File: src/rtl/ring_digit_scanner.sv
// Digit-select scanner for a 4-digit multiplexed 7-segment display driven by a one-hot ring phase.
// Inserts blanking dead-time on phase changes, flags non-one-hot phases, holds a BCD shadow value.
module ring_digit_scanner #(
   parameter int BLANK_CYC = 2,
   parameter int LZB       = 1
) (
   input  logic        c,
   input  logic        r,
   input  logic [3:0]  phase,
   input  logic        val_load,
   input  logic [15:0] val_in,
   output logic        val_ack,
   output logic [3:0]  an,
   output logic [6:0]  seg,
   output logic        fault,
   output logic [1:0]  state_dbg
);

   typedef enum logic [1:0] {
      IDLE  = 2'd0,
      BLANK = 2'd1,
      DRIVE = 2'd2,
      FAULT = 2'd3
   } state_t;

   localparam int CW = (BLANK_CYC > 2) ? $clog2(BLANK_CYC) : 1;
   localparam logic [CW-1:0] CNT_LOAD = (BLANK_CYC > 0) ? CW'(BLANK_CYC - 1) : '0;

   state_t        state, state_n;
   logic [CW-1:0] cnt, cnt_n;
   logic [3:0]    an_n;
   logic [6:0]    seg_n;
   logic          fault_n;
   logic [15:0]   shadow;
   logic [3:0]    phase_q;
   logic          onehot, changed, commit;
   logic          enter, to_fault;
   logic [1:0]    idx;
   logic [3:0]    nib;
   logic [15:0]   upper;
   logic [6:0]    drive_seg;

   function automatic logic [6:0] decode(input logic [3:0] d);
      case (d)
         4'd0:    decode = 7'h40;
         4'd1:    decode = 7'h79;
         4'd2:    decode = 7'h24;
         4'd3:    decode = 7'h30;
         4'd4:    decode = 7'h19;
         4'd5:    decode = 7'h12;
         4'd6:    decode = 7'h02;
         4'd7:    decode = 7'h78;
         4'd8:    decode = 7'h00;
         4'd9:    decode = 7'h10;
         default: decode = 7'h3F;
      endcase
   endfunction

   assign onehot    = $onehot(phase);
   assign changed   = (phase != phase_q);
   assign state_dbg = state;

   // Handshake: val_load is a level request; a commit happens on an edge where the scanner is
   // not driving and no ack is in flight, and val_ack is high for exactly the following cycle.
   assign commit = val_load && !val_ack && (state != DRIVE);

   always_comb begin
      idx = 2'd0;
      for (int i = 0; i < 4; i++) begin
         if (phase[i]) idx = 2'(i);
      end
      nib       = shadow[{idx, 2'b00} +: 4];
      upper     = shadow >> {idx, 2'b00};
      drive_seg = (LZB != 0 && idx != 2'd0 && upper == 16'h0000) ? 7'h7F : decode(nib);
   end

   always_comb begin
      state_n  = state;
      cnt_n    = cnt;
      an_n     = an;
      seg_n    = seg;
      fault_n  = 1'b0;
      enter    = 1'b0;
      to_fault = 1'b0;
      case (state)
         IDLE: begin
            an_n  = 4'hF;
            seg_n = 7'h7F;
            if (onehot) enter = 1'b1;
         end
         BLANK: begin
            if (!onehot) to_fault = 1'b1;
            else if (changed) enter = 1'b1;
            else if (cnt == '0) begin
               state_n = DRIVE;
               an_n    = ~phase;
               seg_n   = drive_seg;
            end else begin
               cnt_n = cnt - 1'b1;
               an_n  = 4'hF;
               seg_n = 7'h7F;
            end
         end
         DRIVE: begin
            // Outputs are held while the phase is steady, so the shown digit never changes mid-drive.
            if (!onehot) to_fault = 1'b1;
            else if (changed) enter = 1'b1;
         end
         FAULT: begin
            if (!onehot) to_fault = 1'b1;
            else enter = 1'b1;
         end
         default: begin
            state_n = IDLE;
            an_n    = 4'hF;
            seg_n   = 7'h7F;
         end
      endcase

      if (to_fault) begin
         state_n = FAULT;
         an_n    = 4'hF;
         seg_n   = 7'h7F;
         fault_n = 1'b1;
      end else if (enter) begin
         if (BLANK_CYC == 0) begin
            state_n = DRIVE;
            an_n    = ~phase;
            seg_n   = drive_seg;
         end else begin
            state_n = BLANK;
            cnt_n   = CNT_LOAD;
            an_n    = 4'hF;
            seg_n   = 7'h7F;
         end
      end
   end

   always_ff @(posedge c or negedge r) begin
      if (!r) begin
         state   <= IDLE;
         cnt     <= '0;
         an      <= 4'hF;
         seg     <= 7'h7F;
         fault   <= 1'b0;
         val_ack <= 1'b0;
         shadow  <= 16'h0000;
         phase_q <= 4'h0;
      end else begin
         state   <= state_n;
         cnt     <= cnt_n;
         an      <= an_n;
         seg     <= seg_n;
         fault   <= fault_n;
         val_ack <= commit;
         phase_q <= phase;
         if (commit) shadow <= val_in;
      end
   end

endmodule

File: config.mk
export PLATFORM = sky130hd
export DESIGN_NAME = ring_digit_scanner
export DESIGN_NICKNAME = d
export VERILOG_FILES = /design/src/rtl/ring_digit_scanner.sv
export SDC_FILE = /design/constraint.sdc
export NUM_CORES = 1
export LEC_CHECK = 0
export ABC_CLOCK_PERIOD_IN_PS = 2100
export CAP_MARGIN = 20
export CELL_PAD_IN_SITES_DETAIL_PLACEMENT = 0
export CELL_PAD_IN_SITES_GLOBAL_PLACEMENT = 1
export CORE_UTILIZATION = 30
export CTS_CLUSTER_DIAMETER = 200
export CTS_CLUSTER_SIZE = 16
export DETAILED_ROUTE_END_ITERATION = 8
export PLACE_DENSITY_LB_ADDON = 0.1
export SLEW_MARGIN = 15
export SYNTH_ARGS = -nofsm -noshare
export SYNTH_HDL_FRONTEND = slang
export SYNTH_SLANG_ARGS = --single-unit
File: constraint.sdc
create_clock -name c -period 2.1 [get_ports c]
set_input_delay 0.42 -clock c [delete_from_list [all_inputs] [get_ports c]]
set_output_delay 0.42 -clock c [all_outputs]
set_load 0.01 [all_outputs]
==> results.json <==
{
  "cts-htree-levels": 2,
  "required_ns": 2.31,
  "drive_above_1_share": 0.381,
  "status": "finished, violations left",
  "fin_tns_setup_ns": -1.86,
  "num_vias": 1465,
  "holdCritPathClass": "in2reg",
  "crit_buf_inv": 5,
  "grt_util_all_layers": 0.137,
  "dpl_worst_slack_ns": -0.970,
  "maxCapViolCount": 0,
  "gr-total-overflow": 0,
  "vias_per_cell": 4.76,
  "drt_pass1_iterations": 4,
  "yosysSeqAreaShare": 0.466,
  "tightest_slew_ns": 0.464,
  "relSlewSlack": 0.691,
  "fin_ws_ns": -0.206,
  "violations": "setup timing",
  "dieArea_mm2": 0.00687,
  "max_freq_ghz": 0.434,
  "cts_buffer_depth": 2,
  "synth_edf_count": 0,
  "die_y_um": 82.9,
  "nNetsFinal": 262,
  "p_leak_uw": 0.00110,
  "root_buffer": "clkbuf_8",
  "synth_warnings": 0,
  "grt_max_degree": 37,
  "skew_ns": 0.00820,
  "port-buffer-count": 37,
  "die_w_um": 82.9,
  "path_delay_family": "adder cells",
  "drt_iter0_drc": 35,
  "final_area_mm2": 0.00274,
  "netlist_area_mm2": 0.00196,
  "ios": 38,
  "power.density_mw_per_mm2": 685,
  "num_rows": 29,
  "rsz0062_at_grt": "true",
  "cpMaxStageDelayCell": "fa_1",
  "finalCritPeriodShare": 1.10,
  "critical_path.startpoint_type": "input port",
  "slew_violations": 0,
  "postPlaceCellArea_mm2": 0.00256,
  "cts_tree": "yes",
  "tritoncts.num_buffers": 5,
  "clock_sinks": 36,
  "crit_chain": "buf_8 > inv_4 > fa_1 > inv_1 > ha_2 > ha_4 > nor3b_4 > and3b_1 > a41oi_2 > buf_4 > clkbuf_16 > nor2_2 > a31oi_1",
  "antenna_left": 0,
  "avgSynthCellArea_um2": 11.6,
  "start_util": 0.311,
  "dpl.hpwl_um": 3210,
  "peakVddDrop_v": 0.000297,
  "clk_pin_slew_ns": 0.07,
  "fp.coreArea_mm2": 0.00631,
  "antenna_found_initial": 0,
  "wire_per_inst_um": 13.9,
  "hold_viol": 0,
  "syn_nets": 201,
  "ys_seq_elements": 36,
  "holdWs_ns": 0.356,
  "cp_max_fo": 6,
  "drc_errors": 0,
  "hold_buffers": 0,
  "cp.arrival_ns": 2.52,
  "layout_common_cells": "clkdlybuf4s50_1 (34), dfrtp_1 (25), buf_4 (22), mux2_2 (16)",
  "n_fill_cell": 614,
  "yosysUniqueCellTypes": 45,
  "layout_commonest_cell": "clkdlybuf4s50_1",
  "clk-insertion-delay-late_ns": 0.29,
  "layout_min_cycle_time_ns": 2.31,
  "place.gp.congestion": 0.793,
  "worstSetupPathType": "in2reg",
  "syn2layout_area_growth_pct": 39.6,
  "totalWireLength_um": 4290,
  "setup_viol": 12,
  "endpoint_kind": "register",
  "diodes": 0,
  "async_reset_ff_frac": 1.00,
  "cpPeakStageDelay_ns": 0.52,
  "grt_pass1_wl_um": 7500,
  "synth_ff_type": "dfrtp_1",
  "grt_pass1_vias": 1565,
  "syn_inst": 169
}
==> layer usage <==
| layer | GRT usage | vias up | share of wire | routed length, um |
|---|---|---|---|---|
| li1 | - | 713 | - | - |
| met1 | 0.173 | 710 | 0.47 | 2030 |
| met2 | 0.230 | 36 | 0.47 | 2030 |
| met3 | 0.0358 | 6 | 0.039 | 169 |
| met4 | 0.0423 | 0 | 0.013 | 57 |
| met5 | 0 | - | 0 | 0 |
==> cells in the mapped netlist (3+ instances only) <==
| cell type | n | area share |
|---|---|---|
| a21o_1 | 3 | 0.011 |
| nand2_1 | 11 | 0.021 |
| dfrtp_1 | 25 | 0.32 |
| dfstp_2 | 11 | 0.15 |
| nor3b_1 | 4 | 0.015 |
| mux2i_1 | 4 | 0.020 |
| nor2b_1 | 5 | 0.016 |
| mux2_2 | 16 | 0.092 |
| ha_1 | 8 | 0.051 |
| nor2_1 | 18 | 0.034 |
| o21ai_0 | 3 | 0.0077 |
| buf_6 | 3 | 0.017 |
| inv_1 | 11 | 0.021 |
| a31oi_1 | 6 | 0.019 |
| a21oi_1 | 5 | 0.013 |
==> final cells by class <==
class / count / area (um2) / share of cell area
tap: 77 / 96.3 / 0.0352
timing repair buffer: 59 / 551 / 0.201
clock buffer: 6 / 72.6 / 0.0265
inverter: 11 / 46.3 / 0.0169
sequential: 36 / 915 / 0.334
clock inverter: 2 / 35.0 / 0.0128
multi-input combinational: 117 / 1020 / 0.374
==> kinds of logic after synthesis <==
family          count (synthesis)  synth area share
mux                            20             0.112
xor+xnor                        4            0.0217
compound gates                 31             0.136
flops                          36             0.466
simple gates                   53             0.158
fa+ha+maj                       9            0.0612
buf+inv                        16            0.0446
==> worst paths after layout <==
kind | startpoint | endpoint | slack, ns | depth (start not counted)
worst max register to register | shadow[13] | seg[5] | 0.31 | 5
max in group asynchronous | r | seg[4] | 1.19 | 2
worst max-delay path | phase[0] | an[3] | -0.21 | 13
min in group asynchronous | r | fault | 0.55 | 2
worst min-delay path | phase[0] | phase_q[0] | 0.36 | 2
worst min register to register | seg[5] | seg[5] | 0.49 | 2
==> worst reg2reg max path, stage by stage, from the launching register on <==
cell	delay [ns]
dfrtp_1	0.41
nor4_1	0.43
a21oi_1	0.15
a221oi_2	0.40
a21oi_4	0.15
a21oi_1	0.18
==> state kept, by name, summed over array words and instances, names as in the netlist <==
signal     cells
shadow        16
seg            7
an             4
phase_q        4
state_dbg      2
cnt            1
fault          1
val_ack        1
==> metrics by stage <==
stage / total power (uW) / cells / util
after global routing: 2000 / 308 / 0.434
after detailed placement: 1280 / 298 / 0.406
final: 1880 / 308 / 0.434
after CTS: 1910 / 308 / 0.437
after global placement: 1270 / 298 / 0.406
after floorplan: 1090 / 169 / -
==> timing repair <==
item | 4_1_cts | 5_1_grt
resized for setup | 29 | 2
setup buffers | 1 | 1
gates cloned | 1 | 0
pin swaps | 3 | 1
endpoints found under the setup margin | 15 | 13
==> power breakdown <==
part	internal, uW	switching [uW]
clock network	352	250
logic	239	221
registers	763	50.9
total	1350	521
(Power assumes the default switching activity.)
